<file path="src/rtl/icache_fill_ctrl.sv">
`default_nettype none
// ============================================================================
// Module      : icache_fill_ctrl
// Description : Fully associative single-word instruction cache with a
//               miss-fill FSM, FIFO replacement and miss/replacement counters.
// Revision    : 1.0 - initial release
// ============================================================================
module icache_fill_ctrl #(
    parameter int ENTRIES = 8,
    parameter int BITS    = 32
) (
    input  logic            clk,
    input  logic            rst_,
    input  logic [BITS-1:0] pc_addr,
    input  logic            fetch_req,
    input  logic            branch_or_jump,
    output logic [BITS-1:0] instr,
    output logic            instr_valid,
    output logic            stall,
    output logic            mem_rd,
    output logic [BITS-1:0] mem_addr,
    input  logic [BITS-1:0] mem_rdata,
    input  logic            mem_ack,
    output logic            cache_hit,
    output logic            cache_full,
    output logic [31:0]     miss_count,
    output logic [31:0]     repl_count
);

    localparam int IDXW = $clog2(ENTRIES);
    localparam int TAGW = BITS - 2;

    typedef enum logic [1:0] {
        IDLE = 2'd0,
        FILL = 2'd1,
        RESP = 2'd2
    } state_t;

    state_t            state_q, state_d;
    logic [ENTRIES-1:0] valid_q, valid_d;
    logic [IDXW-1:0]   fifo_ptr_q, fifo_ptr_d;
    logic              abort_q, abort_d;
    logic [31:0]       miss_count_q, miss_count_d;
    logic [31:0]       repl_count_q, repl_count_d;
    logic [BITS-1:0]   mem_addr_q, mem_addr_d;
    logic [BITS-1:0]   resp_data_q, resp_data_d;
    logic [TAGW-1:0]   tag_q  [ENTRIES];
    logic [BITS-1:0]   data_q [ENTRIES];

    logic              hit_any;
    logic [BITS-1:0]   hit_data;
    logic [IDXW-1:0]   victim_idx;
    logic              victim_found;
    logic              all_valid;
    logic              install;
    logic              unused_addr_bits;

    assign unused_addr_bits = ^pc_addr[1:0];
    assign all_valid        = &valid_q;

    // Tags are unique, so OR-ing matching lines yields the single hit word.
    always_comb begin
        hit_any  = 1'b0;
        hit_data = '0;
        for (int i = 0; i < ENTRIES; i++) begin
            if (valid_q[i] && (tag_q[i] == pc_addr[BITS-1:2])) begin
                hit_any  = 1'b1;
                hit_data = hit_data | data_q[i];
            end
        end
    end

    // Lowest invalid line wins; with no free line fall back to the FIFO pointer.
    always_comb begin
        victim_idx   = fifo_ptr_q;
        victim_found = 1'b0;
        for (int i = 0; i < ENTRIES; i++) begin
            if (!victim_found && !valid_q[i]) begin
                victim_idx   = IDXW'(i);
                victim_found = 1'b1;
            end
        end
    end

    always_comb begin
        state_d      = state_q;
        valid_d      = valid_q;
        fifo_ptr_d   = fifo_ptr_q;
        abort_d      = abort_q;
        miss_count_d = miss_count_q;
        repl_count_d = repl_count_q;
        mem_addr_d   = mem_addr_q;
        resp_data_d  = resp_data_q;
        install      = 1'b0;
        instr        = '0;
        instr_valid  = 1'b0;
        stall        = 1'b0;
        mem_rd       = 1'b0;

        case (state_q)
            IDLE: begin
                if (fetch_req && !branch_or_jump) begin
                    if (hit_any) begin
                        instr       = hit_data;
                        instr_valid = 1'b1;
                    end else begin
                        stall        = 1'b1;
                        mem_addr_d   = pc_addr;
                        miss_count_d = (miss_count_q == 32'hFFFF_FFFF) ? miss_count_q
                                                                      : miss_count_q + 32'd1;
                        state_d      = FILL;
                    end
                end
            end
            FILL: begin
                mem_rd = 1'b1;
                stall  = 1'b1;
                if (branch_or_jump) begin
                    abort_d = 1'b1;
                end
                if (mem_ack) begin
                    if (abort_q || branch_or_jump) begin
                        abort_d = 1'b0;
                        state_d = IDLE;
                    end else begin
                        install             = 1'b1;
                        valid_d[victim_idx] = 1'b1;
                        resp_data_d         = mem_rdata;
                        state_d             = RESP;
                        if (all_valid) begin
                            fifo_ptr_d   = fifo_ptr_q + 1'b1;
                            repl_count_d = (repl_count_q == 32'hFFFF_FFFF) ? repl_count_q
                                                                          : repl_count_q + 32'd1;
                        end
                    end
                end
            end
            RESP: begin
                if (!branch_or_jump) begin
                    instr       = resp_data_q;
                    instr_valid = 1'b1;
                end
                state_d = IDLE;
            end
            default: state_d = IDLE;
        endcase

        // Hold every handshake output quiet while reset is asserted.
        if (!rst_) begin
            install     = 1'b0;
            instr       = '0;
            instr_valid = 1'b0;
            stall       = 1'b0;
            mem_rd      = 1'b0;
        end
    end

    assign mem_addr   = rst_ ? mem_addr_q : '0;
    assign cache_hit  = rst_ & hit_any;
    assign cache_full = rst_ & all_valid;
    assign miss_count = miss_count_q;
    assign repl_count = repl_count_q;

    always_ff @(posedge clk) begin
        if (!rst_) begin
            state_q      <= IDLE;
            valid_q      <= '0;
            fifo_ptr_q   <= '0;
            abort_q      <= 1'b0;
            miss_count_q <= '0;
            repl_count_q <= '0;
            mem_addr_q   <= '0;
            resp_data_q  <= '0;
        end else begin
            state_q      <= state_d;
            valid_q      <= valid_d;
            fifo_ptr_q   <= fifo_ptr_d;
            abort_q      <= abort_d;
            miss_count_q <= miss_count_d;
            repl_count_q <= repl_count_d;
            mem_addr_q   <= mem_addr_d;
            resp_data_q  <= resp_data_d;
        end
    end

    always_ff @(posedge clk) begin
        if (install) begin
            tag_q[victim_idx]  <= mem_addr_q[BITS-1:2];
            data_q[victim_idx] <= mem_rdata;
        end
    end

endmodule
`default_nettype wire

</file>
<file path="config.mk">
export PLATFORM = sky130hd
export DESIGN_NAME = icache_fill_ctrl
export DESIGN_NICKNAME = d
export VERILOG_FILES = /design/src/rtl/icache_fill_ctrl.sv
export SDC_FILE = /design/constraint.sdc
export NUM_CORES = 1
export LEC_CHECK = 0
export ABC_AREA = 1
export CAP_MARGIN = 15
export CORE_ASPECT_RATIO = 1.25
export CORE_UTILIZATION = 59
export CTS_BUF_LIST = sky130_fd_sc_hd__clkbuf_16
export DETAILED_ROUTE_END_ITERATION = 6
export PLACE_DENSITY = 0.9
export SETUP_SLACK_MARGIN = 0.02
export SLEW_MARGIN = 25
export SYNTH_ARGS = -nofsm -noshare
export SYNTH_HDL_FRONTEND = slang
export SYNTH_SLANG_ARGS = --single-unit
</file>
<file path="constraint.sdc">
create_clock -name clk -period 7.1 [get_ports clk]
set_clock_uncertainty 0.05 [all_clocks]
set_input_delay 2.13 -clock clk [delete_from_list [all_inputs] [get_ports clk]]
set_output_delay 2.13 -clock clk [all_outputs]
set_load 0.05 [all_outputs]
</file>
==> impl_metrics.toml <==
[outcome]
status = "finished, violations left"
violations = "negative setup slack"

[timing]
slew_headroom_pct = 42.48
rsz0062_at_grt = "yes"
fin_ws_ns = -0.1028
setup_viol = 27
tns_ns = -1.114
final.period_utilization_pct = 101.4
slew_violations = 0
hold_viol = 0
worstMarginPinSlew_ns = 0.8628
hold_slack_ns = 0.4224
min_period_ns = 7.203
max_freq_ghz = 0.1388

[critical_path]
slowest_stage = "clkdlybuf4s50_1"
crit_required_ns = 4.92
max_stage_delay_ns = 0.51
critPathKind = "input pin to primary output"
critPathTopFamily = "buffers and inverters"
worst-path-buf-inv = 6
cp-startpoint = "pc_addr[9]"
cpMostUsedCell = "nand2_1"
cp_max_fo = 13
arrival_ns = 5.02
end_kind = "primary output"
reg2reg_from = "valid_q[3]"
startpoint_type = "input pin"
path_cells = "clkdlybuf4s50_1 -> buf_4 -> nand2_1 -> o21ai_1 -> nor2_1 -> nand2_1 -> nor2_1 -> nand2_1 -> nor2_4 -> nor2_1 -> nand2_1 -> nor2_4 -> clkinv_4 -> buf_6 -> nand3_1 -> a21oi_1 -> buf_4 -> buf_12"

[global_route]
antenna_found_initial = 1
grt_overflow_total = 0
grt_start_max_net_pins = 68
grt_use_total_pct = 35.97
grt_pass1_vias = 23030
grt_pass1_wl_um = 131200

[synth]
seq_area_frac_synth_pct = 62.06
synth_cells = 3174
synth_nets = 3246
yosys_register_bits = 638
synth_area_sq_um = 28580
synth_ff_type = "edfxtp_1"
yosys_warnings = 0
synth_cell_type_count = 38
synth-edff-count = 496
synth-async-reset-ratio_pct = 0
avgSynthCellArea_sq_um = 9.004

[clocking]
cts_tree = "built"
ctsLongestPathBuffers = 3
hold_buffers = 0
insertion_delay_ns = 0.67
cts-root-buf = "clkbuf_16"
htree_levels = 2
clk_pin_slew_ns = 0.07
cts_buffers = 58
cts_sinks = 638

[route]
drc = 0
avgViaCountPerCell = 5.977
drt_wl_total_um = 93520
first_iter_violations = 3642
ant_nets = 0
wl_per_cell_um = 22.77
drt_first_pass_iters = 6
vias = 24550

[power_and_ir_drop]
swShare_pct = 23.23
p_per_area_nw_per_um2 = 218.5
ir_drop_v = 0.0002592
power_frac_clock_pct = 41.1
internal_power_uw = 5786
leakage_uw = 0.01400
comb_power_share_pct = 4.9
p_seq_share_pct = 54.0
p_sw_uw = 1751

[cells_and_area]
drive_above_1_share_pct = 9.308
nets = 3492
layout_commonest_cell = "nand2_1"
final_area_sq_um = 34490
final_util_pct = 72.54
synthToLayoutAreaGrowth_pct = 20.69
most-common-layout-cells = "nand2_1, edfxtp_1, nor2_1"

[flow_run]
max_cap_violations = 0

[floorplan]
design.core.area_sq_um = 47550
die_x_um = 198.9
start_util_pct = 60.11
ios = 202
rows = 89
die_area_sq_um = 49330
die_h_um = 248.1

[hold_path]
hold_start = "mem_addr_q[1]"
hold_path.class = "flip-flop to flip-flop"

[placed_design]
hpwl_um = 56350
port_buffers = 201
place_congestion = 1.065
dpl_cell_area_sq_um = 31990
[final cells by class]
cell class	count	area, sq um
clock inverter	52	389.1
sequential	638	17740
multi-input combinational	2135	9494
clock buffer	58	1451
fill	3003	13060
inverter	285	1095
antenna	1	2.502
timing repair buffer	302	3527
tap	637	797.0
[cell usage after synthesis (all sizes together) (2+ instances only)]
master | instances | area (sq um)
nand2 | 1229 | 4621
edfxtp | 496 | 14890
nor2 | 377 | 1485
inv | 285 | 1070
dfxtp | 142 | 2843
a21oi | 125 | 625.6
o21ai | 117 | 585.6
nand3 | 94 | 470.5
buf | 76 | 415.4
nand4 | 55 | 344.1
clkbuf | 40 | 150.1
xor2 | 40 | 350.3
xnor2 | 30 | 262.8
nor3 | 28 | 177.7
nor4 | 16 | 100.1
o22ai | 6 | 37.54
nand3b | 4 | 30.03
ha | 3 | 37.54
o211ai | 2 | 15.01
[power groups by stage]
stage	sequential (uW)	clock (uW)	combinational (uW)
CTS	4070	3050	352
finish	4070	3100	373
floorplan	4130	0	181
global placement	4140	0	339
detailed placement	4150	0	348
global route	4070	3210	393
[state kept, by name, summed over array words and instances (netlist names)]
name and count:
abort_q 1, data_q 256, fifo_ptr_q 3, mem_addr_q 32, miss_count 32, repl_count 32, resp_data_q 32, state_q 2
tag_q 240, valid_q 8
[cells by family after synthesis]
group	count (synthesis)	share of synthesized area, %
flops	638	62.06
compound gates	253	4.496
fa+ha+maj	3	0.1314
xor+xnor	70	2.145
buf+inv	401	5.722
simple gates	1809	25.44
[metal layers]
metal  up-vias  GRT usage (%)  share of wire, %
li1      10770              -                 -
met3       494          8.069                13
met1     11180          42.99                32
met4         2          24.57               8.1
met2      2112          58.26                46
met5         -              0             0.012
[final timing paths]
| kind | slack (ns) | to | depth (start not counted) |
|---|---|---|---|
| setup reg to reg | 3.48 | data_q[0][8] | 9 |
| setup / recovery | -0.10 | instr[1] | 18 |
| hold reg to reg | 0.42 | mem_addr_q[1] | 2 |
| hold / removal | 0.42 | mem_addr_q[1] | 2 |
[worst min-delay path, stage by stage (launching register included)]
cell and delay, ns:
dfxtp_1 0.31, nand2_1 0.06, a21oi_1 0.05
[through the flow]
step           setup WS [ns]  cells  total power [uW]
6_report             -0.1028   4108              7538
5_1_grt              -0.1448   4107              7666
3_3_place_gp         0.04044   3978              4484
3_5_place_dp        -0.03655   3978              4495
4_1_cts              0.02581   4090              7465
2_1_floorplan         0.6607   3174              4315
[timing repair]
action,CTS,global route
endpoints found under the hold margin,0,0
buffers inserted,1,9
cloned,1,8
endpoints found under the setup margin,15,33
gates resized for setup,12,88
pin swaps,1,12
Note: power is estimated with default switching activity, not from simulation.
